**src/rtl/muldiv_pkg.sv**
```systemverilog
// muldiv_pkg: shared constants for the RV32M multiply/divide sequencer.
// Holds funct3 encodings, the FSM state type and XLEN.
package muldiv_pkg;
  localparam int XLEN = 32;

  localparam logic [2:0] F3_MUL    = 3'd0;
  localparam logic [2:0] F3_MULH   = 3'd1;
  localparam logic [2:0] F3_MULHSU = 3'd2;
  localparam logic [2:0] F3_MULHU  = 3'd3;
  localparam logic [2:0] F3_DIV    = 3'd4;
  localparam logic [2:0] F3_DIVU   = 3'd5;
  localparam logic [2:0] F3_REM    = 3'd6;
  localparam logic [2:0] F3_REMU   = 3'd7;

  typedef logic [1:0] state_t;
  localparam state_t ST_IDLE = 2'd0;
  localparam state_t ST_BUSY = 2'd1;
  localparam state_t ST_DONE = 2'd2;
endpackage

```
**src/rtl/muldiv_if.sv**
```systemverilog
// muldiv_if: request/response handshake between the execute stage
// (master) and the multiply/divide sequencer (slave).
interface muldiv_if;
  import muldiv_pkg::*;

  logic            i_valid;
  logic            o_ready;
  logic [2:0]      i_funct3;
  logic [XLEN-1:0] i_op1;
  logic [XLEN-1:0] i_op2;
  logic            o_valid;
  logic            i_ready;
  logic [XLEN-1:0] o_result;
  logic            o_busy;

  modport master (
    output i_valid, i_funct3, i_op1, i_op2, i_ready,
    input  o_ready, o_valid, o_result, o_busy
  );

  modport slave (
    input  i_valid, i_funct3, i_op1, i_op2, i_ready,
    output o_ready, o_valid, o_result, o_busy
  );
endinterface

```
**src/rtl/muldiv_step.sv**
```systemverilog
// muldiv_step: one combinational iteration, either a shift-add
// multiply step or a restoring divide step.
module muldiv_step
  import muldiv_pkg::*;
(
  input  logic            i_div,
  input  logic [XLEN-1:0] i_b,
  input  logic [XLEN-1:0] i_hi,
  input  logic [XLEN-1:0] i_lo,
  output logic [XLEN-1:0] o_hi,
  output logic [XLEN-1:0] o_lo
);
  logic [XLEN:0]   w_sum;
  logic [XLEN:0]   w_sh;
  logic [XLEN-1:0] w_diff;
  logic            w_ge;

  // remainder stays below the divisor, so 32 bits hold it between steps
  always_comb begin
    w_sum  = {1'b0, i_hi} + (i_lo[0] ? {1'b0, i_b} : '0);
    w_sh   = {i_hi, i_lo[XLEN-1]};
    w_ge   = (w_sh >= {1'b0, i_b});
    w_diff = w_sh[XLEN-1:0] - i_b;
    if (i_div) begin
      o_hi = w_ge ? w_diff : w_sh[XLEN-1:0];
      o_lo = {i_lo[XLEN-2:0], w_ge};
    end else begin
      o_hi = w_sum[XLEN:1];
      o_lo = {w_sum[0], i_lo[XLEN-1:1]};
    end
  end
endmodule

```
**src/rtl/muldiv_seq.sv**
```systemverilog
// muldiv_seq: iterative RV32M multiply/divide sequencer.
// Define MULDIV_EARLY_OUT_EN to skip iteration for zero operands.
module muldiv_seq
  import muldiv_pkg::*;
#(
  parameter int STEPS_PER_CYCLE = 1
) (
  input  logic     i_clk,
  input  logic     i_rst,
  muldiv_if.slave  bus
);
  localparam int S = STEPS_PER_CYCLE;
  localparam logic [5:0] N_CNT = 6'(XLEN / S);

  state_t          r_state;
  logic [5:0]      r_cnt;
  logic [2:0]      r_f3;
  logic            r_neg1;
  logic            r_neg2;
  logic            r_div0;
  logic [XLEN-1:0] r_b;
  logic [XLEN-1:0] r_hi;
  logic [XLEN-1:0] r_lo;
  logic [XLEN-1:0] r_result;

  logic [S:0][XLEN-1:0] w_hi;
  logic [S:0][XLEN-1:0] w_lo;
  logic                 w_div;
  logic                 w_s1;
  logic                 w_s2;
  logic                 w_n1;
  logic                 w_n2;
  logic [XLEN-1:0]      w_a1;
  logic [XLEN-1:0]      w_a2;
  logic [2*XLEN-1:0]    w_prod;
  logic [2*XLEN-1:0]    w_p;
  logic [XLEN-1:0]      w_q;
  logic [XLEN-1:0]      w_r;
  logic [XLEN-1:0]      w_res;
  logic                 w_eo_hit;
  logic [XLEN-1:0]      w_eo_res;

  assign w_div = r_f3[2];
  assign w_hi[0] = r_hi;
  assign w_lo[0] = r_lo;

  for (genvar g = 0; g < S; g++) begin : g_step
    muldiv_step u_step (
      .i_div (w_div),
      .i_b   (r_b),
      .i_hi  (w_hi[g]),
      .i_lo  (w_lo[g]),
      .o_hi  (w_hi[g+1]),
      .o_lo  (w_lo[g+1])
    );
  end

  always_comb begin
    w_s1 = (bus.i_funct3 == F3_MULH) || (bus.i_funct3 == F3_MULHSU) ||
           (bus.i_funct3 == F3_DIV)  || (bus.i_funct3 == F3_REM);
    w_s2 = (bus.i_funct3 == F3_MULH) || (bus.i_funct3 == F3_DIV) ||
           (bus.i_funct3 == F3_REM);
    w_n1 = w_s1 && bus.i_op1[XLEN-1];
    w_n2 = w_s2 && bus.i_op2[XLEN-1];
    w_a1 = w_n1 ? -bus.i_op1 : bus.i_op1;
    w_a2 = w_n2 ? -bus.i_op2 : bus.i_op2;
  end

  // a zero divisor keeps the all-ones quotient regardless of sign
  always_comb begin
    w_prod = {w_hi[S], w_lo[S]};
    w_p    = (r_neg1 ^ r_neg2) ? -w_prod : w_prod;
    w_q    = ((r_neg1 ^ r_neg2) && !r_div0) ? -w_lo[S] : w_lo[S];
    w_r    = r_neg1 ? -w_hi[S] : w_hi[S];
    unique case (r_f3)
      F3_MUL:                       w_res = w_p[XLEN-1:0];
      F3_MULH, F3_MULHSU, F3_MULHU: w_res = w_p[2*XLEN-1:XLEN];
      F3_DIV, F3_DIVU:              w_res = w_q;
      default:                      w_res = w_r;
    endcase
  end

`ifdef MULDIV_EARLY_OUT_EN
  always_comb begin
    w_eo_hit = bus.i_funct3[2] ? (bus.i_op2 == '0)
                               : (bus.i_op1 == '0 || bus.i_op2 == '0);
    w_eo_res = '0;
    if (bus.i_funct3[2])
      w_eo_res = bus.i_funct3[1] ? bus.i_op1 : '1;
  end
`else
  assign w_eo_hit = 1'b0;
  assign w_eo_res = '0;
`endif

  always_ff @(posedge i_clk) begin
    if (i_rst) begin
      r_state  <= ST_IDLE;
      r_cnt    <= '0;
      r_f3     <= '0;
      r_neg1   <= 1'b0;
      r_neg2   <= 1'b0;
      r_div0   <= 1'b0;
      r_b      <= '0;
      r_hi     <= '0;
      r_lo     <= '0;
      r_result <= '0;
    end else begin
      unique case (r_state)
        ST_IDLE: if (bus.i_valid) begin
          r_f3   <= bus.i_funct3;
          r_neg1 <= w_n1;
          r_neg2 <= w_n2;
          r_div0 <= (bus.i_op2 == '0);
          r_b    <= bus.i_funct3[2] ? w_a2 : w_a1;
          r_lo   <= bus.i_funct3[2] ? w_a1 : w_a2;
          r_hi   <= '0;
          if (w_eo_hit) begin
            r_result <= w_eo_res;
            r_state  <= ST_DONE;
          end else begin
            r_cnt   <= N_CNT;
            r_state <= ST_BUSY;
          end
        end
        ST_BUSY: begin
          r_hi  <= w_hi[S];
          r_lo  <= w_lo[S];
          r_cnt <= r_cnt - 6'd1;
          if (r_cnt == 6'd1) begin
            r_result <= w_res;
            r_state  <= ST_DONE;
          end
        end
        ST_DONE: if (bus.i_ready) r_state <= ST_IDLE;
        default: r_state <= ST_IDLE;
      endcase
    end
  end

  assign bus.o_ready  = (r_state == ST_IDLE);
  assign bus.o_valid  = (r_state == ST_DONE);
  assign bus.o_busy   = (r_state != ST_IDLE);
  assign bus.o_result = r_result;
endmodule

```
**src/flat_wrapper.sv**
```systemverilog
// flat-port wrapper written by rule: the top's interface ports become plain ports
module muldiv_seq_flat import muldiv_pkg::*;
#(
  parameter int STEPS_PER_CYCLE = 1
)
  (i_clk, i_rst, bus_i_valid, bus_i_funct3, bus_i_op1, bus_i_op2, bus_i_ready, bus_o_ready, bus_o_valid, bus_o_result, bus_o_busy);
  muldiv_if bus_i ();
  input  logic i_clk;
  input  logic i_rst;
  input wire logic [$bits(bus_i.i_valid)-1:0] bus_i_valid;
  input wire logic [$bits(bus_i.i_funct3)-1:0] bus_i_funct3;
  input wire logic [$bits(bus_i.i_op1)-1:0] bus_i_op1;
  input wire logic [$bits(bus_i.i_op2)-1:0] bus_i_op2;
  input wire logic [$bits(bus_i.i_ready)-1:0] bus_i_ready;
  output wire logic [$bits(bus_i.o_ready)-1:0] bus_o_ready;
  output wire logic [$bits(bus_i.o_valid)-1:0] bus_o_valid;
  output wire logic [$bits(bus_i.o_result)-1:0] bus_o_result;
  output wire logic [$bits(bus_i.o_busy)-1:0] bus_o_busy;
  assign bus_i.i_valid = bus_i_valid;
  assign bus_i.i_funct3 = bus_i_funct3;
  assign bus_i.i_op1 = bus_i_op1;
  assign bus_i.i_op2 = bus_i_op2;
  assign bus_i.i_ready = bus_i_ready;
  assign bus_o_ready = bus_i.o_ready;
  assign bus_o_valid = bus_i.o_valid;
  assign bus_o_result = bus_i.o_result;
  assign bus_o_busy = bus_i.o_busy;
  muldiv_seq #(.STEPS_PER_CYCLE(STEPS_PER_CYCLE)) u_core (.i_clk(i_clk), .i_rst(i_rst), .bus(bus_i));
endmodule
```
**config.mk**
```make
export PLATFORM = sky130hd
export DESIGN_NAME = muldiv_seq_flat
export DESIGN_NICKNAME = d
export VERILOG_FILES = /design/src/rtl/muldiv_pkg.sv /design/src/rtl/muldiv_if.sv /design/src/rtl/muldiv_step.sv /design/src/rtl/muldiv_seq.sv /design/src/flat_wrapper.sv
export SDC_FILE = /design/constraint.sdc
export NUM_CORES = 1
export LEC_CHECK = 0
export BUFFER_PORTS_ARGS = -buffer_cell sky130_fd_sc_hd__buf_2
export CAP_MARGIN = 20
export CORE_ASPECT_RATIO = 1.75
export CORE_MARGIN = 2
export CORE_UTILIZATION = 39
export DETAILED_ROUTE_END_ITERATION = 6
export PLACE_DENSITY_LB_ADDON = 0.3
export SYNTH_ARGS = -nofsm -noshare
export SYNTH_HDL_FRONTEND = slang
export SYNTH_SLANG_ARGS = --single-unit
export TNS_END_PERCENT = 1
```
**constraint.sdc**
```tcl
create_clock -name i_clk -period 7.8 [get_ports i_clk]
set_input_delay 1.56 -clock i_clk [delete_from_list [all_inputs] [get_ports i_clk]]
set_output_delay 1.56 -clock i_clk [all_outputs]
set_load 0.005 [all_outputs]
```
# == After elaboration in Yosys (flattened, before gate mapping) ==
# Index checks and enable logic that the tools add are counted.
# totals
regBits,142
# op_classes
n_addsub,8
n_lt_le_gt_ge,1
n_eq_ne,15
n_mux,22
bitwise,1
reduce_logical,20
# op_table
cell,count
$mux W32,12
$neg A32 Y32,4
$pmux W32 S2,2
$pmux W32 S3,1
$mux W64,1
$neg A64 Y64,1
$add A32 B33 Y33,1
$ge A33 B32 Y1,1
$logic_not A32 Y1,1
$sub A32 B32 Y32,1
$eq A3 B3 Y1 const B,4
$pmux W6 S2,1
$eq A3 B2 Y1 const B,3
$eq A3 B1 Y1 const B,2
$eq A6 B1 Y1 const B,1
$mux W2,3
$mux W6,1
$pmux W2 S3,1
$reduce_and A2 Y1,3
$sub A6 B1 Y6 const B,1
$logic_or A1 B1 Y1,5
$ne A2 B2 Y1 const B,2
$reduce_bool A2 Y1,2
$logic_and A1 B1 Y1,3
10 further kinds,10

# == Depth between registers and ports, before layout ==
# Gate-level depths: netlist of run 1.
# logic_depth
ltp_word,9
ltp_mapped,25
depth_no_buf,21

# == Cells and area by module ==
# A second synthesis of run 1 with hierarchy kept.
# unflattened
cells_unflattened,2072
hier_area_um2,14911.8
# by_module_without_submodules
module,instances,cells_per_inst,area_each_um2,seq_area_each_um2
muldiv_seq,1,1401,10213.5,2842.7
muldiv_step,1,671,4698.3,0.0

# == Worst setup path before layout of run 1 ==
# Ideal clock, no wire load.
# synth_path
path_kind,flip-flop to flip-flop
start,register u_core.r_f3[2]
end,register u_core.r_result[28] (netlist: u_core.bus.o_result[28])
setup_time_ps,123
t_arrival_ps,6271
path_slack_ps,1406
stages_incl_launch_ff,22
path_cell_list,dfxtp_1 -> clkbuf_1 -> buf_2 -> clkbuf_1 -> buf_1 -> clkbuf_1 -> buf_1 -> clkbuf_1 -> buf_1 -> clkbuf_1 -> mux2i_1 -> ha_1 -> o211a_1 -> or4b_1 -> buf_2 -> or4_4 -> or4b_1 -> buf_2 -> o41ai_2 -> xnor2_1 -> a221oi_1 -> nor2_1
# synth_via
elab_chain_cells,4
elab_cells_between_ends,17
cone_classes,3 x add/sub; 5 x eq/ne; 6 x mux; 3 x reduce/logical
# synth_rtl
element,line,rtl
from (decl),muldiv_seq.sv:17,logic [2:0] r_f3;
from (signal assigned),muldiv_seq.sv:111,r_f3 <= bus.i_funct3;
$mux W32,muldiv_step.sv:24,if (i_div) begin
"$neg A64 Y64, or another cell as far along",muldiv_seq.sv:72,w_p = (r_neg1 ^ r_neg2) ? -w_prod : w_prod;
"$mux W64, or another cell as far along",muldiv_seq.sv:72,
$pmux W32 S3 (*),muldiv_seq.sv:75,unique case (r_f3)
to (signal assigned),muldiv_seq.sv:119,r_result <= w_eo_res;
to (signal assigned),muldiv_seq.sv:131,r_result <= w_res;
to (decl),muldiv_seq.sv:24,logic [XLEN-1:0] r_result;
# Every way passes the cells marked *; elsewhere a longest branch is shown, timed or not.
# A chain may end at the register's enable or synchronous reset.

# == Worst setup path in the final report of run 1 ==
# layout_path
start,register u_core.r_b[30]
end,register u_core.r_result[24] (netlist: u_core.bus.o_result[24])
# layout_via
elab_chain_cells,6
elab_cells_between_ends,11
cone_classes,3 x add/sub; 1 x order compare; 7 x mux
# layout_rtl
element,line,rtl
from (decl),muldiv_seq.sv:21,logic [XLEN-1:0] r_b;
from (signal assigned),muldiv_seq.sv:115,r_b <= bus.i_funct3[2] ? w_a2 : w_a1;
$ge A33 B32 Y1 (*),muldiv_step.sv:22,"w_ge = (w_sh >= {1'b0, i_b});"
$mux W32,muldiv_step.sv:25,o_hi = w_ge ? w_diff : w_sh[XLEN-1:0];
$mux W32,muldiv_step.sv:24,
$neg A64 Y64 / $neg A32 Y32 (equally long branches),"muldiv_seq.sv:72, muldiv_seq.sv:74",
$mux W64 / $mux W32 (equally long branches),"muldiv_seq.sv:72, muldiv_seq.sv:74",
$pmux W32 S3 (*),muldiv_seq.sv:75,
# Marked as above.

==> results.txt, run 1 <==
----------------------------------------------------
[Run status]
  Result of the run ... completed

[Floorplanning]
  Chip Width ... 156.8 um
  Count of pins on the block boundary ... 106
  Height of the chip ... 271.4 um
  Floorplan Core Area ... 40590 sq um
  Starting density of the core ... 39.27%
  Number of core rows ... 98
  Area enclosed by the die boundary ... 42570 sq um

[STA]
  Slew @ Worst Pin ... 1.181 ns
  Setup clock skew after layout ... 0.01601 ns
  Total of endpoints with negative setup slack in the final report ... 0
  Part of the cycle the worst path needs ... 84.42%
  Post-route minimum period ... 6.585 ns
  Slew Limit Headroom ... 20.89%
  Highest clock rate ... 0.1519 GHz
  Unrepaired setup endpoints after global routing ... no
  Slew Viols, Final ... 0
  Final-report hold violation count ... 0
  Summed negative setup slack over all endpoints ... 0 ns

[Detailed routing]
  Drt initial violations ... 1749
  Remaining number of nets flagged by the antenna check after routing ... 0
  Vias per cell ... 6.305
  Average detailed-routed wire length per instance ... 25.39 um
  Total length of routed wires ... 73.27 mm
  Number of vias in the routed layout ... 18197
  DR pass1 iterations ... 7
  Number of design rule violations left after detail routing ... 0

[Worst setup path]
  Register-to-register path setup slack ... 1.22 ns
  Nature of the critical path startpoint ... register
  Top fanout value on the critical path ... 15
  Worst setup path startpoint ... u_core.r_b[30]
  Nature of the critical path endpoint ... register
  Class of the most critical setup path ... reg -> reg
  Capture point of the worst path ... u_core.bus.o_result[24]
  Startpoint of the most critical register-to-register path ... u_core.r_b[30]
  CP required ... 8.16 ns
  WP data arrival ... 6.95 ns
  Worst reg2reg path endpoint ... u_core.bus.o_result[24]
  Logic depth of the worst register-to-register path ... 22

[Synth]
  Per-instance average area after synthesis ... 6.879 sq um
  Distinct cell type count of the synthesized netlist ... 79
  Flip-flop cell with the highest count after synthesis ... sky130_fd_sc_hd__dfxtp_1
  Synth top area cells ... sky130_fd_sc_hd__dfxtp_1 (18%), sky130_fd_sc_hd__a21oi_1 (6.7%), sky130_fd_sc_hd__nand2_1 (6.2%)
  Fraction of post-synthesis cell area in the top cell type by area ... 17.83%
  Seq/Total Area, Yosys ... 17.83%
  Mapped Area ... 15940 sq um
  Cell count after synthesis ... 2317
  Largest area contributor in the synthesized netlist ... sky130_fd_sc_hd__dfxtp_1
  Number of warning messages in the yosys log ... 0
  Post-synth EDFFs ... 0
  #FFs+latches synth ... 142
  Synth top cells by count ... sky130_fd_sc_hd__nand2_1 (264), sky130_fd_sc_hd__nor2_1 (260), sky130_fd_sc_hd__a21oi_1 (213)
  Cell with the most instances after synthesis ... sky130_fd_sc_hd__nand2_1
  Net count after synthesis ... 2460
  Fraction of registers with async set or reset after synthesis ... 0%

[Pwr]
  Flop pwr share ... 27.0%
  Int Power ... 1757 uW
  Switching portion of total power ... 43.19%
  Clock network power share ... 30.0%
  Worst ir drop on vdd ... 0.0002022 V
  Power density of the placed cells ... 176.5 nW/um^2
  Gate power share ... 43.1%
  Static leakage ... 0.006897 uW
  Net switching power ... 1336 uW

[Finish]
  Area overhead of the layout relative to synthesis ... 9.938%
  Nets@finish ... 2466
  Fraction of final layout cells with drive strength greater than 1 ... 9.974%
  Non-Filler Instances ... 2886
  Antenna cell count ... 0

[Place]
  Final weighted congestion in routability-driven placement ... 1.029
  Cell Count Post-Placement ... 2853
  Detailed Place HPWL ... 56.96 mm
  Number of port buffers ... 105

[Global routing]
  Global routing usage summed across all routing layers ... 34.08%
  Number of global-route vias before repair ... 17248
  Final global-route overflow total ... 0
  Maximum number of pins on one net before global-route repair ... 104
  Wire length of the first global-routing pass ... 108.6 mm
  Initial antenna violation count ... 0

[Clock tree]
  CTS sink cnt ... 142
  Total clock buffers created by CTS ... 17
  Maximum buffer depth of the clock tree ... 2
  Count of H-tree levels built during CTS ... 4
  # Post-CTS Setup Buffers ... 0
  Number of cells upsized or downsized after cts ... 0
  Count of hold buffers inserted by post-cts repair ... 0
  Insertion delay of the later-clocked pin in the worst-skew pair ... 0.47 ns
  Post-CTS clock slew at the launch and capture registers of the worst setup and hold paths ... 0.07 ns
  Clock tree from TritonCTS ... built
  CTS root buf ... sky130_fd_sc_hd__clkbuf_16

[Flow run]
  # Max-Cap Violations ... 0

[Min path]
  Worst hold start ... u_core.bus.o_result[3]
  Worst min-delay path class ... reg -> reg

----------------------------------------------------
==> routing by layer <==
metal / track usage [%] / share of wire (%) / up-vias
li1: - / - / 8464
met5: 0 / 0 / -
met1: 36.62 / 36 / 8695
met3: 4.342 / 5.5 / 240
met4: 29.02 / 10 / 0
met2: 58.40 / 49 / 798
==> per-stage QoR <==
step | power [uW] | worst slack [ns] | hold slack [ns] | utilization, % | instance area, sq um
finish | 3094 | 1.215 | 0.4510 | 43.17 | 17520
global route | 3222 | 0.8736 | 0.4845 | 43.17 | 17520
CTS | 3067 | 1.428 | 0.4558 | 43.16 | 17520
detailed placement | 2136 | 1.456 | 0.4372 | 41.57 | 16870
global placement | 2131 | 1.643 | 0.4336 | 41.57 | 16870
floorplan | 1696 | 1.406 | 0.4403 | - | 15940
==> state kept, by name (all words and copies together), names as in the netlist <==
register             count
u_core.r_f3              3
u_core.r_hi             32
u_core.r_div0            1
u_core.r_neg1            1
u_core.bus.o_result     32
u_core.r_state           2
u_core.r_cnt             6
u_core.r_lo             32
u_core.r_b              32
u_core.r_neg2            1
==> logic make-up (layout without fill, tap and decap cells) <==
logic type,count (synthesis),in the layout,synth area share (%)
multiplexers,59,59,3.854
flip-flops,142,142,17.84
adder cells (fa/ha/maj),72,72,5.746
XOR/XNOR,202,202,11.10
AND/OR/NAND/NOR,862,862,25.26
AO/OA/AOI/OAI,751,751,30.59
buffers and inverters,229,248,5.613
==> how the worst min path moves through the flow <==
stage | to | slack (ns) | cells past startpoint
finish | u_core.bus.o_result[3] | 0.45 | 2
global route | u_core.bus.o_result[31] | 0.48 | 2
CTS | u_core.bus.o_result[3] | 0.46 | 2
detailed placement | u_core.bus.o_result[3] | 0.44 | 2
global placement | u_core.bus.o_result[7] | 0.43 | 2
floorplan | u_core.r_b[11] | 0.44 | 2
==> cells in the final DEF, fill, tap and decap left out, types with 13 or more instances in the layout <==
master | Yosys | routed
sky130_fd_sc_hd__mux2i_1 | 40 | 40
sky130_fd_sc_hd__nand4_1 | 19 | 19
sky130_fd_sc_hd__o31ai_1 | 31 | 31
sky130_fd_sc_hd__a21oi_1 | 213 | 213
sky130_fd_sc_hd__inv_1 | 65 | 65
sky130_fd_sc_hd__nor4_1 | 19 | 19
sky130_fd_sc_hd__o211ai_1 | 52 | 52
sky130_fd_sc_hd__nand2_1 | 264 | 263
sky130_fd_sc_hd__nand2b_1 | 23 | 22
sky130_fd_sc_hd__o21ai_0 | 150 | 150
sky130_fd_sc_hd__buf_4 | 3 | 47
sky130_fd_sc_hd__a211oi_1 | 39 | 39
sky130_fd_sc_hd__clkbuf_16 | 0 | 17
sky130_fd_sc_hd__nor2b_1 | 14 | 13
sky130_fd_sc_hd__buf_2 | 13 | 104
sky130_fd_sc_hd__nand3_1 | 54 | 54
sky130_fd_sc_hd__a21o_1 | 25 | 25
sky130_fd_sc_hd__xnor2_1 | 105 | 104
sky130_fd_sc_hd__or3_1 | 27 | 27
sky130_fd_sc_hd__nor3_1 | 55 | 55
sky130_fd_sc_hd__mux2_2 | 19 | 19
sky130_fd_sc_hd__xor2_1 | 97 | 96
sky130_fd_sc_hd__and2_1 | 57 | 56
sky130_fd_sc_hd__a31oi_1 | 50 | 50
sky130_fd_sc_hd__nor2_1 | 260 | 260
sky130_fd_sc_hd__a221oi_1 | 31 | 31
sky130_fd_sc_hd__dfxtp_1 | 142 | 140
sky130_fd_sc_hd__or4_1 | 15 | 15
sky130_fd_sc_hd__o221ai_1 | 15 | 15
sky130_fd_sc_hd__ha_1 | 70 | 70
sky130_fd_sc_hd__and3_1 | 19 | 19
==> power by group through the flow <==
stage	Combinational, uW	Clock (uW)	Sequential (uW)
floorplan	886	0	810
global placement	1290	0	846
detailed placement	1290	0	848
CTS	1300	939	831
global route	1420	963	839
finish	1330	928	834
==> worst max-delay path, cell delays in order, from the launching register on <==
cell	delay, ns
sky130_fd_sc_hd__dfxtp_1	0.35
sky130_fd_sc_hd__inv_1	0.05
sky130_fd_sc_hd__ha_1	0.34
sky130_fd_sc_hd__a21o_1	0.22
sky130_fd_sc_hd__a211o_1	0.33
sky130_fd_sc_hd__a311oi_2	0.29
sky130_fd_sc_hd__a21o_1	0.55
sky130_fd_sc_hd__a31oi_1	0.16
sky130_fd_sc_hd__buf_4	0.20
sky130_fd_sc_hd__inv_1	0.06
sky130_fd_sc_hd__ha_1	0.17
sky130_fd_sc_hd__o21ai_0	0.21
sky130_fd_sc_hd__nor3_1	0.58
sky130_fd_sc_hd__nor4b_1	0.51
sky130_fd_sc_hd__nand3_1	0.23
sky130_fd_sc_hd__or3_1	0.40
sky130_fd_sc_hd__or3_1	0.50
sky130_fd_sc_hd__nor2_1	0.31
sky130_fd_sc_hd__nand2b_1	0.12
sky130_fd_sc_hd__o31ai_1	0.31
sky130_fd_sc_hd__xnor2_1	0.18
sky130_fd_sc_hd__o221ai_1	0.16
sky130_fd_sc_hd__a22o_1	0.22
==> layout make-up <==
| class | instances | area [sq um] |
|---|---|---|
| fillers | 4247 | 23060 |
| multi-input cells | 1946 | 12230 |
| well taps | 550 | 688.2 |
| inverters | 65 | 244.0 |
| repair buffers | 151 | 873.3 |
| clock inverters | 14 | 205.2 |
| flip-flops and latches | 142 | 2848 |
| clock buffers | 18 | 439.2 |
Power figures use the tool's default switching activity.
==> inputs of run 2 (changes only) <==
==> constraint.sdc (replaced) <==
create_clock -name i_clk -period 5.5 [get_ports i_clk]
set_input_delay 1.1 -clock i_clk [delete_from_list [all_inputs] [get_ports i_clk]]
set_output_delay 1.1 -clock i_clk [all_outputs]
set_load 0.005 [all_outputs]
==> results.txt, run 2 (synthesis gave the netlist of run 1 again) <==
----------------------------------------------------
[STA]
  Setup clock skew after layout ... 0.01949 ns
  Final-report hold violation count ... 0
  Post-route minimum period ... 5.463 ns
  Slew Viols, Final ... 0
  Summed negative setup slack over all endpoints ... 0 ns
  Highest clock rate ... 0.1831 GHz
  Setup ws final ... 0.03730 ns
  Slew Limit Headroom ... 26.27%
  Total of endpoints with negative setup slack in the final report ... 0
  Part of the cycle the worst path needs ... 99.32%
  Slew @ Worst Pin ... 1.078 ns

[Clock tree]
  Clock tree from TritonCTS ... built
  Insertion delay of the later-clocked pin in the worst-skew pair ... 0.46 ns
  # Post-CTS Setup Buffers ... 0
  Post-CTS clock slew at the launch and capture registers of the worst setup and hold paths ... 0.08 ns
  CTS sink cnt ... 142
  Count of hold buffers inserted by post-cts repair ... 0
  Count of H-tree levels built during CTS ... 4
  CTS root buf ... sky130_fd_sc_hd__clkbuf_16
  Maximum buffer depth of the clock tree ... 2
  Total clock buffers created by CTS ... 17

[Finish]
  Leading cell types in the layout, fill and taps excluded ... sky130_fd_sc_hd__nand2_1 (262), sky130_fd_sc_hd__nor2_1 (259), sky130_fd_sc_hd__a21oi_1 (212), sky130_fd_sc_hd__o21ai_0 (149), sky130_fd_sc_hd__dfxtp_1 (141)
  Nets@finish ... 2539
  Antenna cell count ... 0
  Most common cell after layout, fill and taps aside ... sky130_fd_sc_hd__nand2_1
  Filler instances ... 4251
  Area overhead of the layout relative to synthesis ... 13.82%
  Finished layout cell area ... 18140 sq um
  Fraction of final layout cells with drive strength greater than 1 ... 13.33%

[Detailed routing]
  Total length of routed wires ... 76.42 mm
  Average detailed-routed wire length per instance ... 25.83 um
  Vias per cell ... 6.286
  DR pass1 iterations ... 7
  Remaining number of nets flagged by the antenna check after routing ... 0
  Drt initial violations ... 1621
  Number of design rule violations left after detail routing ... 3
  Number of vias in the routed layout ... 18600

[Global routing]
  Wire length of the first global-routing pass ... 112.9 mm
  Maximum number of pins on one net before global-route repair ... 103
  Initial antenna violation count ... 0
  Global routing usage summed across all routing layers ... 35.66%
  Number of global-route vias before repair ... 17848
  Final global-route overflow total ... 0

[Flow run]
  # Max-Cap Violations ... 0

[Min path]
  Worst hold start ... u_core.bus.o_result[25]
  Worst min-delay path class ... reg -> reg
  Hold path depth ... 2
  Worst Hold Path EP ... u_core.bus.o_result[25]

[Worst setup path]
  Nature of the critical path startpoint ... register
  Worst path slowest cell ... sky130_fd_sc_hd__a221oi_1
  CP required ... 5.79 ns
  Class of the most critical setup path ... reg -> reg
  Logic depth of the worst register-to-register path ... 21
  Top fanout value on the critical path ... 13
  WP data arrival ... 5.75 ns
  Register-to-register path setup slack ... 0.04 ns
  Worst reg2reg path endpoint ... u_core.bus.o_result[30]
  Most frequent cell on the critical path ... sky130_fd_sc_hd__buf_4
  Nature of the critical path endpoint ... register
  Delay of the slowest critical-path stage ... 0.53 ns
  Startpoint of the most critical register-to-register path ... u_core.r_b[11]
  List of cells traversed by the critical path ... inv_1 -> ha_1 -> nand2_1 -> nor4_1 -> buf_4 -> a311oi_2 -> a21o_1 -> buf_4 -> buf_4 -> a21oi_1 -> buf_4 -> o21ai_0 -> a221oi_1 -> buf_4 -> and4_1 -> nand2_1 -> nor4b_1 -> buf_4 -> mux2i_1 -> o21ai_0 -> o211ai_1

[Pwr]
  Static leakage ... 0.007274 uW
  Worst ir drop on vdd ... 0.0002421 V
  Post-layout total power ... 4523 uW
  Power density of the placed cells ... 249.3 nW/um^2

[Floorplanning]
  Number of core rows ... 98
  Starting density of the core ... 39.27%
  Chip Width ... 156.8 um
  Height of the chip ... 271.4 um
  Area enclosed by the die boundary ... 42570 sq um
  Count of pins on the block boundary ... 106
  Floorplan Core Area ... 40590 sq um

[Place]
  Final weighted congestion in routability-driven placement ... 1.008
  Worst-case setup slack after placement ... 0.02270 ns
  Placed inst area ... 17440 sq um
  Detailed Place HPWL ... 60.72 mm
  Number of port buffers ... 105

[Run status]
  Result of the run ... complete, but fails checks
  Violated checks ... DRC

----------------------------------------------------
-- run 2: worst max-delay path by stage --
| stage | slack [ns] | start | to |
|---|---|---|---|
| CTS | 0.04 | u_core.r_b[12] | u_core.bus.o_result[28] |
| global route | -0.01 | u_core.r_b[30] | u_core.bus.o_result[24] |
| global placement | 0.09 | u_core.r_b[22] | u_core.bus.o_result[24] |
| floorplan | 0.03 | u_core.r_b[11] | u_core.bus.o_result[28] |
| finish | 0.04 | u_core.r_b[11] | u_core.bus.o_result[30] |
| detailed placement | 0.02 | u_core.r_b[14] | u_core.bus.o_result[24] |
-- run 2: critical path, delay by kind of cell (launching register included) --
family	cells	cell delay (ns)
buffers and inverters	7	1.21
adder cells (fa/ha/maj)	1	0.42
AO/OA/AOI/OAI	7	1.85
multiplexers	1	0.06
AND/OR/NAND/NOR	5	1.38
flip-flops	1	0.35
-- run 2: what timing repair did --
item / in CTS / in global routing
pin swaps: 0 / 1
gates resized for setup: 1 / 15
endpoints found under the setup margin: 1 / 13
-- run 2: where the power goes --
| part | internal, uW | total, uW | switching, uW |
|---|---|---|---|
| registers | 1090 | 1170 | 84.9 |
| logic | 712 | 2070 | 1360 |
| clock network | 713 | 1280 | 566 |
| total | 2510 | 4520 | 2010 |
-- run 2: area by class of cell --
type / count / area (sq um) / area share [%]
repair buffers: 224 / 1421 / 7.834
inverters: 65 / 244.0 / 1.345
clock buffers: 19 / 452.9 / 2.497
well taps: 550 / 688.2 / 3.793
flip-flops and latches: 142 / 2846 / 15.69
clock inverters: 13 / 171.4 / 0.9448
multi-input cells: 1946 / 12320 / 67.90
-- run 2: per-stage QoR --
step | cells | utilization [%] | hold WS [ns]
floorplan | 2317 | - | 0.4403
global placement | 2927 | 42.98 | 0.4383
detailed placement | 2927 | 42.98 | 0.4370
CTS | 2959 | 44.53 | 0.4551
finish | 2959 | 44.70 | 0.4497
global route | 2959 | 44.70 | 0.4781
-- run 2: per-layer routing --
metal | vias to the layer above | global-route usage (%) | wire length, um
met5 | - | 0 | 0
met3 | 326 | 4.901 | 4429
met4 | 0 | 34.79 | 9308
met1 | 8820 | 37.67 | 26530
met2 | 867 | 59.48 | 36150
li1 | 8587 | - | -
